**src/rtl/reg_file_debug_port_if.sv**
```systemverilog
`default_nettype none
// ============================================================================
// Module      : reg_file_debug_port_if
// Description : Debug request/response handshake, core halt/idle pair and
//               register file port bundle for reg_file_debug_port.
//               "master" is the debug port's view; "slave" is the view of the
//               surrounding core / debug host.
// Revision    : 1.0 - initial release
// ============================================================================
interface reg_file_debug_port_if #(
    parameter int XLEN           = 32,
    parameter int REG_ADDR_WIDTH = 5
) ();
    logic                      i_Dbg_Req_Valid;
    logic                      o_Dbg_Req_Ready;
    logic [1:0]                i_Dbg_Req_Op;
    logic [REG_ADDR_WIDTH-1:0] i_Dbg_Req_Addr;
    logic [XLEN-1:0]           i_Dbg_Req_Data;
    logic                      o_Dbg_Resp_Valid;
    logic                      i_Dbg_Resp_Ready;
    logic [XLEN-1:0]           o_Dbg_Resp_Data;
    logic                      o_Dbg_Resp_Error;
    logic                      o_Cpu_Halt;
    logic                      i_Cpu_Idle;
    logic                      o_Rf_Enable;
    logic [REG_ADDR_WIDTH-1:0] o_Rf_Read_Addr;
    logic [XLEN-1:0]           i_Rf_Read_Data;
    logic [REG_ADDR_WIDTH-1:0] o_Rf_Write_Addr;
    logic [XLEN-1:0]           o_Rf_Write_Data;
    logic                      o_Rf_Write_Enable;

    modport master (
        input  i_Dbg_Req_Valid, i_Dbg_Req_Op, i_Dbg_Req_Addr, i_Dbg_Req_Data,
        input  i_Dbg_Resp_Ready, i_Cpu_Idle, i_Rf_Read_Data,
        output o_Dbg_Req_Ready, o_Dbg_Resp_Valid, o_Dbg_Resp_Data, o_Dbg_Resp_Error,
        output o_Cpu_Halt, o_Rf_Enable, o_Rf_Read_Addr, o_Rf_Write_Addr,
        output o_Rf_Write_Data, o_Rf_Write_Enable
    );

    modport slave (
        output i_Dbg_Req_Valid, i_Dbg_Req_Op, i_Dbg_Req_Addr, i_Dbg_Req_Data,
        output i_Dbg_Resp_Ready, i_Cpu_Idle, i_Rf_Read_Data,
        input  o_Dbg_Req_Ready, o_Dbg_Resp_Valid, o_Dbg_Resp_Data, o_Dbg_Resp_Error,
        input  o_Cpu_Halt, o_Rf_Enable, o_Rf_Read_Addr, o_Rf_Write_Addr,
        input  o_Rf_Write_Data, o_Rf_Write_Enable
    );
endinterface
`default_nettype wire

```
**src/rtl/reg_file_debug_port.sv**
```systemverilog
`default_nettype none
// ============================================================================
// Module      : reg_file_debug_port
// Description : Debug-side initiator for the CPU register file. Accepts read,
//               write and clear-all requests, halts the core, waits for the
//               pipeline to drain, performs the access and returns a single
//               response per request.
// Revision    : 1.0 - initial release
// ============================================================================
module reg_file_debug_port #(
    parameter int XLEN           = 32,
    parameter int REG_ADDR_WIDTH = 5
) (
    input  wire logic             i_Clock,
    input  wire logic             i_Reset_N,
    reg_file_debug_port_if.master bus
);

    typedef enum logic [2:0] {
        IDLE      = 3'd0,
        HALT_WAIT = 3'd1,
        READ      = 3'd2,
        WRITE     = 3'd3,
        CLEAR     = 3'd4,
        RESP      = 3'd5
    } state_t;

    localparam logic [1:0]                OP_READ   = 2'b00;
    localparam logic [1:0]                OP_WRITE  = 2'b01;
    localparam logic [1:0]                OP_RSVD   = 2'b11;
    localparam logic [REG_ADDR_WIDTH-1:0] LAST_ADDR = '1;

    state_t                    state;
    state_t                    next_state;
    logic [1:0]                req_op;
    logic [REG_ADDR_WIDTH-1:0] req_addr;
    logic [XLEN-1:0]           req_data;
    logic [XLEN-1:0]           rsp_data;
    logic                      rsp_error;
    logic [REG_ADDR_WIDTH-1:0] clear_addr;

    // State register; reset returns to IDLE from any state, abandoning any
    // partially completed clear without a response.
    always_ff @(posedge i_Clock) begin
        if (!i_Reset_N) begin
            state <= IDLE;
        end else begin
            state <= next_state;
        end
    end

    // Next-state and output decode; outputs depend only on state and latched
    // request/response registers, never on live request inputs.
    always_comb begin
        next_state            = state;
        bus.o_Dbg_Req_Ready   = 1'b0;
        bus.o_Dbg_Resp_Valid  = 1'b0;
        bus.o_Dbg_Resp_Data   = '0;
        bus.o_Dbg_Resp_Error  = 1'b0;
        bus.o_Cpu_Halt        = 1'b0;
        bus.o_Rf_Enable       = 1'b0;
        bus.o_Rf_Read_Addr    = '0;
        bus.o_Rf_Write_Addr   = '0;
        bus.o_Rf_Write_Data   = '0;
        bus.o_Rf_Write_Enable = 1'b0;
        case (state)
            IDLE: begin
                bus.o_Dbg_Req_Ready = 1'b1;
                if (bus.i_Dbg_Req_Valid) begin
                    next_state = (bus.i_Dbg_Req_Op == OP_RSVD) ? RESP : HALT_WAIT;
                end
            end
            HALT_WAIT: begin
                bus.o_Cpu_Halt = 1'b1;
                if (bus.i_Cpu_Idle) begin
                    case (req_op)
                        OP_READ:  next_state = READ;
                        OP_WRITE: next_state = WRITE;
                        default:  next_state = CLEAR;
                    endcase
                end
            end
            READ: begin
                bus.o_Cpu_Halt     = 1'b1;
                bus.o_Rf_Enable    = 1'b1;
                bus.o_Rf_Read_Addr = req_addr;
                next_state         = RESP;
            end
            WRITE: begin
                bus.o_Cpu_Halt        = 1'b1;
                bus.o_Rf_Enable       = 1'b1;
                bus.o_Rf_Write_Addr   = req_addr;
                bus.o_Rf_Write_Data   = req_data;
                // x0 is hardwired to zero, so a write there is dropped
                bus.o_Rf_Write_Enable = (req_addr != '0);
                next_state            = RESP;
            end
            CLEAR: begin
                bus.o_Cpu_Halt        = 1'b1;
                bus.o_Rf_Enable       = 1'b1;
                bus.o_Rf_Write_Addr   = clear_addr;
                bus.o_Rf_Write_Enable = 1'b1;
                if (clear_addr == LAST_ADDR) begin
                    next_state = RESP;
                end
            end
            RESP: begin
                bus.o_Dbg_Resp_Valid = 1'b1;
                bus.o_Dbg_Resp_Data  = rsp_data;
                bus.o_Dbg_Resp_Error = rsp_error;
                if (bus.i_Dbg_Resp_Ready) begin
                    next_state = IDLE;
                end
            end
            default: next_state = IDLE;
        endcase
    end

    // Request latch, response register and clear-all address counter.
    always_ff @(posedge i_Clock) begin
        if (!i_Reset_N) begin
            req_op     <= '0;
            req_addr   <= '0;
            req_data   <= '0;
            rsp_data   <= '0;
            rsp_error  <= 1'b0;
            clear_addr <= '0;
        end else begin
            case (state)
                IDLE: begin
                    if (bus.i_Dbg_Req_Valid) begin
                        req_op     <= bus.i_Dbg_Req_Op;
                        req_addr   <= bus.i_Dbg_Req_Addr;
                        req_data   <= bus.i_Dbg_Req_Data;
                        rsp_data   <= '0;
                        rsp_error  <= (bus.i_Dbg_Req_Op == OP_RSVD);
                        // clear-all starts at x1 so x0 is never written
                        clear_addr <= REG_ADDR_WIDTH'(1);
                    end
                end
                READ: begin
                    rsp_data <= bus.i_Rf_Read_Data;
                end
                CLEAR: begin
                    // Hold at the last address instead of wrapping to x0;
                    // starting at 1, the final address equals the write count.
                    if (clear_addr != LAST_ADDR) begin
                        clear_addr <= clear_addr + REG_ADDR_WIDTH'(1);
                    end else begin
                        rsp_data <= XLEN'(clear_addr);
                    end
                end
                default: begin
                end
            endcase
        end
    end

endmodule
`default_nettype wire

```
**src/flat_wrapper.sv**
```systemverilog
// flat-port wrapper written by rule: the top's interface ports become plain ports
module reg_file_debug_port_flat 
#(
    parameter int XLEN           = 32,
    parameter int REG_ADDR_WIDTH = 5
)
  (i_Clock, i_Reset_N, bus_i_Dbg_Req_Valid, bus_i_Dbg_Req_Op, bus_i_Dbg_Req_Addr, bus_i_Dbg_Req_Data, bus_i_Dbg_Resp_Ready, bus_i_Cpu_Idle, bus_i_Rf_Read_Data, bus_o_Dbg_Req_Ready, bus_o_Dbg_Resp_Valid, bus_o_Dbg_Resp_Data, bus_o_Dbg_Resp_Error, bus_o_Cpu_Halt, bus_o_Rf_Enable, bus_o_Rf_Read_Addr, bus_o_Rf_Write_Addr, bus_o_Rf_Write_Data, bus_o_Rf_Write_Enable);
  reg_file_debug_port_if #(.XLEN(XLEN), .REG_ADDR_WIDTH(REG_ADDR_WIDTH)) bus_i ();
  input  wire logic i_Clock;
  input  wire logic i_Reset_N;
  input wire logic [$bits(bus_i.i_Dbg_Req_Valid)-1:0] bus_i_Dbg_Req_Valid;
  input wire logic [$bits(bus_i.i_Dbg_Req_Op)-1:0] bus_i_Dbg_Req_Op;
  input wire logic [$bits(bus_i.i_Dbg_Req_Addr)-1:0] bus_i_Dbg_Req_Addr;
  input wire logic [$bits(bus_i.i_Dbg_Req_Data)-1:0] bus_i_Dbg_Req_Data;
  input wire logic [$bits(bus_i.i_Dbg_Resp_Ready)-1:0] bus_i_Dbg_Resp_Ready;
  input wire logic [$bits(bus_i.i_Cpu_Idle)-1:0] bus_i_Cpu_Idle;
  input wire logic [$bits(bus_i.i_Rf_Read_Data)-1:0] bus_i_Rf_Read_Data;
  output wire logic [$bits(bus_i.o_Dbg_Req_Ready)-1:0] bus_o_Dbg_Req_Ready;
  output wire logic [$bits(bus_i.o_Dbg_Resp_Valid)-1:0] bus_o_Dbg_Resp_Valid;
  output wire logic [$bits(bus_i.o_Dbg_Resp_Data)-1:0] bus_o_Dbg_Resp_Data;
  output wire logic [$bits(bus_i.o_Dbg_Resp_Error)-1:0] bus_o_Dbg_Resp_Error;
  output wire logic [$bits(bus_i.o_Cpu_Halt)-1:0] bus_o_Cpu_Halt;
  output wire logic [$bits(bus_i.o_Rf_Enable)-1:0] bus_o_Rf_Enable;
  output wire logic [$bits(bus_i.o_Rf_Read_Addr)-1:0] bus_o_Rf_Read_Addr;
  output wire logic [$bits(bus_i.o_Rf_Write_Addr)-1:0] bus_o_Rf_Write_Addr;
  output wire logic [$bits(bus_i.o_Rf_Write_Data)-1:0] bus_o_Rf_Write_Data;
  output wire logic [$bits(bus_i.o_Rf_Write_Enable)-1:0] bus_o_Rf_Write_Enable;
  assign bus_i.i_Dbg_Req_Valid = bus_i_Dbg_Req_Valid;
  assign bus_i.i_Dbg_Req_Op = bus_i_Dbg_Req_Op;
  assign bus_i.i_Dbg_Req_Addr = bus_i_Dbg_Req_Addr;
  assign bus_i.i_Dbg_Req_Data = bus_i_Dbg_Req_Data;
  assign bus_i.i_Dbg_Resp_Ready = bus_i_Dbg_Resp_Ready;
  assign bus_i.i_Cpu_Idle = bus_i_Cpu_Idle;
  assign bus_i.i_Rf_Read_Data = bus_i_Rf_Read_Data;
  assign bus_o_Dbg_Req_Ready = bus_i.o_Dbg_Req_Ready;
  assign bus_o_Dbg_Resp_Valid = bus_i.o_Dbg_Resp_Valid;
  assign bus_o_Dbg_Resp_Data = bus_i.o_Dbg_Resp_Data;
  assign bus_o_Dbg_Resp_Error = bus_i.o_Dbg_Resp_Error;
  assign bus_o_Cpu_Halt = bus_i.o_Cpu_Halt;
  assign bus_o_Rf_Enable = bus_i.o_Rf_Enable;
  assign bus_o_Rf_Read_Addr = bus_i.o_Rf_Read_Addr;
  assign bus_o_Rf_Write_Addr = bus_i.o_Rf_Write_Addr;
  assign bus_o_Rf_Write_Data = bus_i.o_Rf_Write_Data;
  assign bus_o_Rf_Write_Enable = bus_i.o_Rf_Write_Enable;
  reg_file_debug_port #(.XLEN(XLEN), .REG_ADDR_WIDTH(REG_ADDR_WIDTH)) u_core (.i_Clock(i_Clock), .i_Reset_N(i_Reset_N), .bus(bus_i));
endmodule
```
**config.mk**
```make
export PLATFORM = sky130hd
export DESIGN_NAME = reg_file_debug_port_flat
export DESIGN_NICKNAME = d
export VERILOG_FILES = /design/src/rtl/reg_file_debug_port_if.sv /design/src/rtl/reg_file_debug_port.sv /design/src/flat_wrapper.sv
export SDC_FILE = /design/constraint.sdc
export NUM_CORES = 1
export LEC_CHECK = 0
export CAP_MARGIN = 20
export CORE_ASPECT_RATIO = 1.2
export CORE_MARGIN = 2
export CORE_UTILIZATION = 45
export DETAILED_ROUTE_END_ITERATION = 10
export MAX_ROUTING_LAYER = met4
export PLACE_DENSITY = 0.92
export SLEW_MARGIN = 25
export SYNTH_ARGS = -nofsm -noshare
export SYNTH_HDL_FRONTEND = slang
export SYNTH_SLANG_ARGS = --single-unit
```
**constraint.sdc**
```tcl
create_clock -name i_Clock -period 3.7 [get_ports i_Clock]
set_input_delay 1.11 -clock i_Clock [delete_from_list [all_inputs] [get_ports i_Clock]]
set_output_delay 1.11 -clock i_Clock [all_outputs]
set_load 0.02 [all_outputs]
```
After elaboration in Yosys (flattened, before gate mapping)
Index checks and enable logic that the tools add are counted.
{"block": "word_totals", "inputBits": 76, "output_inout_bits": 80, "mem_bits_ro": 0, "latchBits": 0, "mem_bits_rw": 0, "mem_count": 0, "word_cells": 58, "regBits": 80}
{"block": "op_classes", "bitwise": 0, "n_shift": 0, "add_sub_neg": 1, "n_mux": 23, "n_eq_ne": 15, "div": 0, "multipliers": 0, "n_lt_le_gt_ge": 0, "reduce_logical": 12}
{"cell": "32-bit 2-to-1 mux", "count": 4}
{"cell": "32-bit one-hot mux with 3 select lines", "count": 1}
{"cell": "5-bit one-hot mux with 2 select lines", "count": 2}
{"cell": "3-bit 2-to-1 mux", "count": 5}
{"cell": "5-bit 2-to-1 mux", "count": 3}
{"cell": "3-bit one-hot mux with 5 select lines", "count": 1}
{"cell": "2-bit != test (second input constant)", "count": 4}
{"cell": "3-bit by 2-bit == test with 1-bit output (second input constant)", "count": 2}
{"cell": "3-bit == test (second input constant)", "count": 2}
{"cell": "3-bit one-hot mux with 2 select lines", "count": 1}
{"cell": "3-bit AND reduction", "count": 2}
{"cell": "5-bit by 1-bit adder with 5-bit output (second input constant)", "count": 1}
{"cell": "5-bit == test (second input constant)", "count": 1}
{"cell": "1-bit 2-to-1 mux", "count": 5}
{"cell": "5-bit != test (second input constant)", "count": 1}
{"cell": "5-bit nonzero test", "count": 1}
{"cell": "2-bit by 1-bit != test with 1-bit output (second input constant)", "count": 2}
{"cell": "4-bit AND reduction", "count": 1}
{"cell": "4-bit OR reduction", "count": 1}
{"cell": "3-bit by 1-bit == test with 1-bit output (second input constant)", "count": 1}
{"cell": "3-bit zero test", "count": 1}
{"cell": "3-bit nonzero test", "count": 1}
{"cell": "3-bit OR reduction", "count": 1}
{"cell": "2-bit by 1-bit == test with 1-bit output (second input constant)", "count": 1}
{"cell": "6 further kinds", "count": 6}

Logic depth before layout (Yosys ltp)
Gate-level depths: netlist of the first run.
{"block": "depth", "depth_word": 4, "depth_mapped": 8, "ltp_nobuf": 6}

Worst setup path before layout of the first run
OpenSTA, ideal clock, no wires.
{"block": "synth_timing", "path_kind": "register -> output", "from": "register u_core.state[1]", "to": "output bus_o_Cpu_Halt", "t_arrival_ns": 1.309, "path_stages_with_launch": 6, "n_path_buf": 2, "path_slack_ns": 1.281, "path_cell_list": "dfxtp_1 -> buf_6 -> or2_0 -> clkbuf_1 -> nor2_1 -> nor2_1"}
{"block": "synth_via", "elab_chain_len": 3, "word_cells_on_any_way": 6, "cone_classes": "eq/ne: 4; mux: 1; reduce/logical: 1"}
{"item": "from (decl)", "line_no": "reg_file_debug_port.sv:33", "rtl": "state_t state;"}
{"item": "from (signal assigned)", "line_no": "reg_file_debug_port.sv:48", "rtl": "state <= next_state;"}
{"item": "3-bit by 2-bit == test with 1-bit output (tied with other cells)", "line_no": "reg_file_debug_port.sv:66", "rtl": "case (state)"}
{"item": "4-bit OR reduction (no source line) *"}
{"item": "1-bit 2-to-1 mux *", "line_no": "reg_file_debug_port.sv:66"}
{"item": "to (decl)", "line_no": "flat_wrapper.sv:22", "rtl": "output wire logic [$bits(bus_i.o_Cpu_Halt)-1:0] bus_o_Cpu_Halt;"}
Every way passes the cells marked *; elsewhere a longest branch is shown, timed or not.

Final worst setup path of the first run
{"block": "layout_timing", "from": "register u_core.state[2]", "to": "output bus_o_Rf_Write_Addr[4]"}
{"block": "layout_via", "elab_chain_len": 2, "word_cells_on_any_way": 3, "cone_classes": "eq/ne: 2; mux: 1"}
{"item": "3-bit == test / 3-bit by 2-bit == test with 1-bit output (equally long branches)", "line_no": "reg_file_debug_port.sv:66"}
{"item": "5-bit one-hot mux with 2 select lines *", "line_no": "reg_file_debug_port.sv:66"}
{"item": "to (decl)", "line_no": "flat_wrapper.sv:25", "rtl": "output wire logic [$bits(bus_i.o_Rf_Write_Addr)-1:0] bus_o_Rf_Write_Addr;"}
Marked as above.

==> results of run 1 <==
## power groups by stage
stage | logic (W) | registers (W) | clock network [W]
after CTS | 0.000923 | 0.00108 | 0.000773
after global placement | 0.000883 | 0.00109 | 0
final | 0.000922 | 0.00108 | 0.000757
after global routing | 0.00102 | 0.00110 | 0.000807
after detailed placement | 0.000920 | 0.00110 | 0
after floorplan | 0.000712 | 0.00104 | 0
## synthesized netlist by cell type, types with 2 or more instances
cell	number	area share (%)
buf_6	8	2.2
nor3_1	3	0.37
o211ai_1	27	5.0
buf_2	13	1.6
nand3b_1	2	0.37
a211oi_1	2	0.37
and2_1	38	5.9
nor2b_1	2	0.31
dfxtp_1	80	40
a21boi_1	41	7.6
nor2_1	5	0.46
ha_1	2	0.62
mux2i_1	3	0.74
o31ai_1	8	1.5
clkbuf_1	29	2.7
nand4b_1	5	1.1
a21boi_0	29	5.4
a22oi_1	5	0.93
nand2_1	106	9.8
a22o_1	5	1.1
nor4_1	3	0.46
and3_1	34	5.3
nand2b_1	2	0.31
nand3_1	4	0.49
o21a_1	2	0.37
inv_1	2	0.19
o21ai_0	3	0.37
o2111ai_1	5	1.1
## cells by family after synthesis
| kind of cell | count (synthesis) | synth area share, % |
|---|---|---|
| compound gates | 131 | 24.6 |
| simple gates | 217 | 27.7 |
| mux | 3 | 0.742 |
| flops | 80 | 39.6 |
| buf+inv | 53 | 6.80 |
| fa+ha+maj | 2 | 0.619 |
## layout make-up
type                       instances  area share, %
timing repair buffer             169           28.5
clock inverter                     3           1.54
tap                              117           2.51
sequential                        80           27.4
clock buffer                      12           2.49
inverter                           2          0.129
multi-input combinational        353           37.4
## through the flow
| step | utilization [%] | setup WS (ns) | instances |
|---|---|---|---|
| 6_report | 67.4 | 0.203 | 736 |
| 2_1_floorplan | - | 1.28 | 486 |
| 3_5_place_dp | 64.7 | 0.594 | 721 |
| 4_1_cts | 67.4 | 0.215 | 736 |
| 3_3_place_gp | 64.7 | 0.664 | 721 |
| 5_1_grt | 67.4 | 0.0657 | 736 |
## sequential cells by signal (all words and copies together), names as in the netlist
| register | cells |
|---|---|
| u_core.req_op | 2 |
| u_core.rsp_data | 32 |
| u_core.req_addr | 5 |
| u_core.req_data | 32 |
| u_core.state | 3 |
| u_core.rsp_error | 1 |
| u_core.clear_addr | 5 |
## worst max-delay path: cells and delay by family, from the launching register on
kind | cells | cell delay, ns
buffers and inverters | 1 | 0.64
and+or+nand+nor | 2 | 0.56
DFF | 1 | 0.61
AOI/OAI and AO/OA | 1 | 0.23
## worst max-delay path by stage
stage,startpoint,slack (ns),to,cells past startpoint
floorplan,u_core.state[1]$_SDFFE_PN0P_,1.28,bus_o_Cpu_Halt,5
global placement,u_core.state[0]$_SDFFE_PN0P_,0.66,bus_o_Rf_Write_Enable,5
detailed placement,u_core.state[2]$_SDFFE_PN0P_,0.59,bus_o_Dbg_Resp_Data[21],4
CTS,u_core.state[2]$_SDFFE_PN0P_,0.21,bus_o_Dbg_Resp_Data[21],4
global route,u_core.state[2]$_SDFFE_PN0P_,0.07,bus_o_Rf_Write_Addr[4],4
finish,u_core.state[2]$_SDFFE_PN0P_,0.20,bus_o_Rf_Write_Addr[4],4
## per-layer routing
metal	global-route usage (%)	vias to the layer above	routed length (microns)
met5	-	-	0
met4	7.47	0	170
met3	4.48	15	728
met2	39.2	154	5540
met1	27.6	1826	4620
li1	-	1952	-
==> results_dict.tcl, run 1 <==
set metrics [dict create \
    vdd_drop_max_mv 0.380 \
    rrSetupSlack_ns 1.67 \
    cts-buffers-inserted 9 \
    vias_per_cell 5.36 \
    drive_gt1_share_pct 5.65 \
    p_sw_w 0.000961 \
    drt_iter0_markers 170 \
    setup_tns_ns 0 \
    hold_depth 2 \
    multi_input_area_sq_um 2180 \
    holdCritStartpoint "u_core.req_data[18]$_SDFFE_PN0P_" \
    synth_seq_cells 80 \
    holdWs_ns 0.452 \
    rr_startpoint "u_core.state[0]$_SDFFE_PN0P_" \
    area.growth.synth_to_final_pct 44.3 \
    cts_num_sinks 80 \
    netSwitchingFraction_pct 34.8 \
    reg2reg_depth 4 \
    drc 0 \
    yosys_warnings 0 \
    fmax_mhz 286 \
    antenna_found_initial 0 \
    tightest_slew_ns 0.637 \
    worstSetupEndpointType "output pin" \
    globalplace.congestion 0.863 \
    worst_hold_path_type "flop to flop" \
    hold_viol 0 \
    worstPathArrival_ns 2.39 \
    synthArstFlopShare_pct 0 \
    cts_max_level 3 \
    power_w 0.00276 \
    clock_latency_ns 0.34 \
    ios 156 \
    fillCellCount 721 \
    start_util_pct 46.7 \
    grt_max_degree 45 \
    die_y_microns 108 \
    fin_crit_ns 3.50 \
    clock_skew_ns 0.00732 \
    grt_pass1_wl_mm 18.0 \
    p_per_area_nw_per_um2 473 \
    path_clk_slew_ns 0.07 \
    clockPowerShare_pct 27.4 \
    r2r-end "u_core.state[0]$_SDFFE_PN0P_" \
    leakagePower_nw 2.20 \
    grt_pass1_vias 3821 \
    max_stage_delay_ns 0.64 \
    placedInstanceArea_sq_um 5600 \
    cp.required_ns 2.59 \
    dp_hpwl_mm 8.13 \
    final_cell_mix "154 x clkdlybuf4s50_1, 106 x nand2_1, 80 x dfxtp_1" \
    final_common_cell "clkdlybuf4s50_1" \
    clock_path_buffers 2 \
    wl_per_cell_microns 15.0 \
    holdBufCountCts 0 \
    drt_wl_total_mm 11.1 \
    syn_avg_cell_area_sq_um 8.32 \
    max-cap-violations 0 \
    cts_tree "yes" \
    start_kind "flop" \
    post_cts_buffers 0 \
    rsz0062_at_grt "false" \
    seqPwrFrac_pct 39.2 \
    grt_util_all_layers_pct 23.1 \
    core_area_sq_um 8660 \
    drtPass1Iterations 4 \
    cts-root-buf "clkbuf_8" \
    fin_crit_sh_pct 94.5 \
    drv_slew 0 \
    die_area_sq_um 9770 \
    finalNetCount 693 \
    crit_path_cell_trace "nand2b_1, nor2_1, a22o_1, clkdlybuf4s50_1" \
    syn_inst 486 \
    vias 3947 \
    fin_area_sq_um 5840 \
    yosysSeqAreaShare_pct 39.6 \
    grt-ovfl-total 0 \
    setup_viol 0 \
    rows 37 \
    combPwrFrac_pct 33.4 \
    whs_endpoint "u_core.req_data[18]$_SDFFE_PN0P_" \
    synth.distinct_cells 46 \
    p_int_w 0.00180 \
    max_slew_margin_pct 57.5 \
    synth_edf_count 0 \
    register_area_sq_um 1600 \
    antenna_left 0 \
    critPathSlowestCell "clkdlybuf4s50_1" \
    port_buffers 155 \
    syn_area_sq_um 4050 \
    chipWidth_microns 90.6 \
    status "complete, no violations" \
    critical_path_class "flop to output pin" \
    antennaDiodeCount 0 \
    crit_fanout 12 \
    cts_resized 0 \
    syn-num-nets 564 \
    ys.flop_type "dfxtp_1" \
]
(Power assumes the default switching activity.)
==> run 2: changes to the inputs <==
Settings changed: CORE_MARGIN 2 to 1.
==> results_dict.tcl, run 2 (synthesis gave the netlist of run 1 again) <==
set metrics [dict create \
    grt_util_all_layers_pct 24.3 \
    die_area_sq_um 9370 \
    register_area_sq_um 1600 \
    final_cell_mix "154 x clkdlybuf4s50_1, 106 x nand2_1, 80 x dfxtp_1" \
    setup_tns_ns 0 \
    rsz0062_at_grt "false" \
    power_w 0.00270 \
    vias_per_cell 5.35 \
    vdd_drop_max_mv 0.310 \
    drv_slew 0 \
    path_clk_slew_ns 0.08 \
    start_util_pct 46.7 \
    layout_setup_ws_ns 0.171 \
    cts-buffers-inserted 9 \
    port_buffers 155 \
    max_slew_margin_pct 62.3 \
    cp.required_ns 2.59 \
    start_kind "flop" \
    leakagePower_nw 2.18 \
    holdBufCountCts 0 \
    drive_gt1_share_pct 5.97 \
    vias 3942 \
    worst_hold_path_type "flop to flop" \
    drt_iter0_markers 175 \
    cts_num_sinks 80 \
    area.growth.synth_to_final_pct 43.6 \
    clock_latency_ns 0.35 \
    hold_viol 0 \
    max-cap-violations 0 \
    tightest_slew_ns 0.564 \
    antenna_found_initial 0 \
    fin_crit_sh_pct 95.4 \
    cts_tree "yes" \
    worstPathArrival_ns 2.42 \
    drc 0 \
    grt_pass1_vias 3852 \
    fin_crit_ns 3.53 \
    finalNetCount 693 \
    final_common_cell "clkdlybuf4s50_1" \
    setup_viol 0 \
    grt_pass1_wl_mm 17.7 \
    grt_max_degree 45 \
    cts-root-buf "clkbuf_8" \
    clock_path_buffers 2 \
    globalplace.congestion 0.817 \
    multi_input_area_sq_um 2180 \
    drt_wl_total_mm 11.0 \
    wl_per_cell_microns 14.9 \
    cts_max_level 3 \
    crit_fanout 16 \
    rows 37 \
    p_per_area_nw_per_um2 465 \
    fmax_mhz 283 \
    chipWidth_microns 88.6 \
    fillCellCount 716 \
    place_ws_ns 0.456 \
    ios 156 \
    grt-ovfl-total 0 \
    dp_hpwl_mm 7.88 \
    status "complete, no violations" \
    die_y_microns 106 \
    antenna_left 0 \
    worstSetupEndpointType "output pin" \
    antennaDiodeCount 0 \
    drtPass1Iterations 6 \
    critical_path_class "flop to output pin" \
    largestRegisters "u_core.req_data x32, u_core.rsp_data x32" \
    core_area_sq_um 8660 \
    layout.core_utilization_pct 67.1 \
    clock_skew_ns 0.00879 \
]
run 2: critical path, cell delays in order, from the launching register on:
cell and delay (ns):
dfxtp_1 0.65, and3b_2 0.42, buf_4 0.23, and2_1 0.15, clkdlybuf4s50_1 0.62
run 2: layout make-up:
type	instances	share of cell area, %
Clock buffer	12	2.67
Timing Repair Buffer	169	28.6
Multi-Input combinational cell	353	37.6
Tap cell	117	2.52
Sequential cell	80	27.6
Inverter	2	0.129
Clock inverter	4	0.883
run 2: metrics by stage:
stage,instance area (sq um),std cells,hold WS [ns]
floorplan,4050,486,0.430
global placement,5600,721,0.438
detailed placement,5600,721,0.441
CTS,5810,737,0.452
global route,5810,737,0.481
finish,5810,737,0.452
run 2: report_power, final:
group / switching, W / internal [W] / leakage [nW]
logic: 0.000594 / 0.000368 / 1.43
registers: 0.0000894 / 0.000976 / 0.651
clock network: 0.000321 / 0.000351 / 0.103
total: 0.00100 / 0.00169 / 2.18
run 2: worst paths after layout:
check,start,end,slack [ns],cells past startpoint
max,u_core.state[1]$_SDFFE_PN0P_,bus_o_Rf_Write_Data[29],0.17,4
min,u_core.req_data[3]$_SDFFE_PN0P_,u_core.req_data[3]$_SDFFE_PN0P_,0.45,2
max reg2reg,u_core.clear_addr[0]$_SDFFE_PN0P_,u_core.rsp_data[2]$_SDFFE_PN0P_,1.71,7
min reg2reg,u_core.req_data[3]$_SDFFE_PN0P_,u_core.req_data[3]$_SDFFE_PN0P_,0.45,2
run 2: timing repair:
item / CTS / global route
buffers inserted: 0 / 0
endpoints found under the setup margin: 0 / 27
resized for setup: 0 / 1
run 2: per-layer routing:
| layer | GRT usage (%) | wire length [microns] | vias to the layer above | part of all wire [%] |
|---|---|---|---|---|
| met2 | 40.9 | 5400 | 145 | 49 |
| met3 | 5.48 | 783 | 15 | 7.1 |
| met5 | - | 0 | - | 0 |
| met4 | 7.26 | 136 | 0 | 1.2 |
| met1 | 28.4 | 4690 | 1838 | 43 |
| li1 | - | - | 1944 | - |
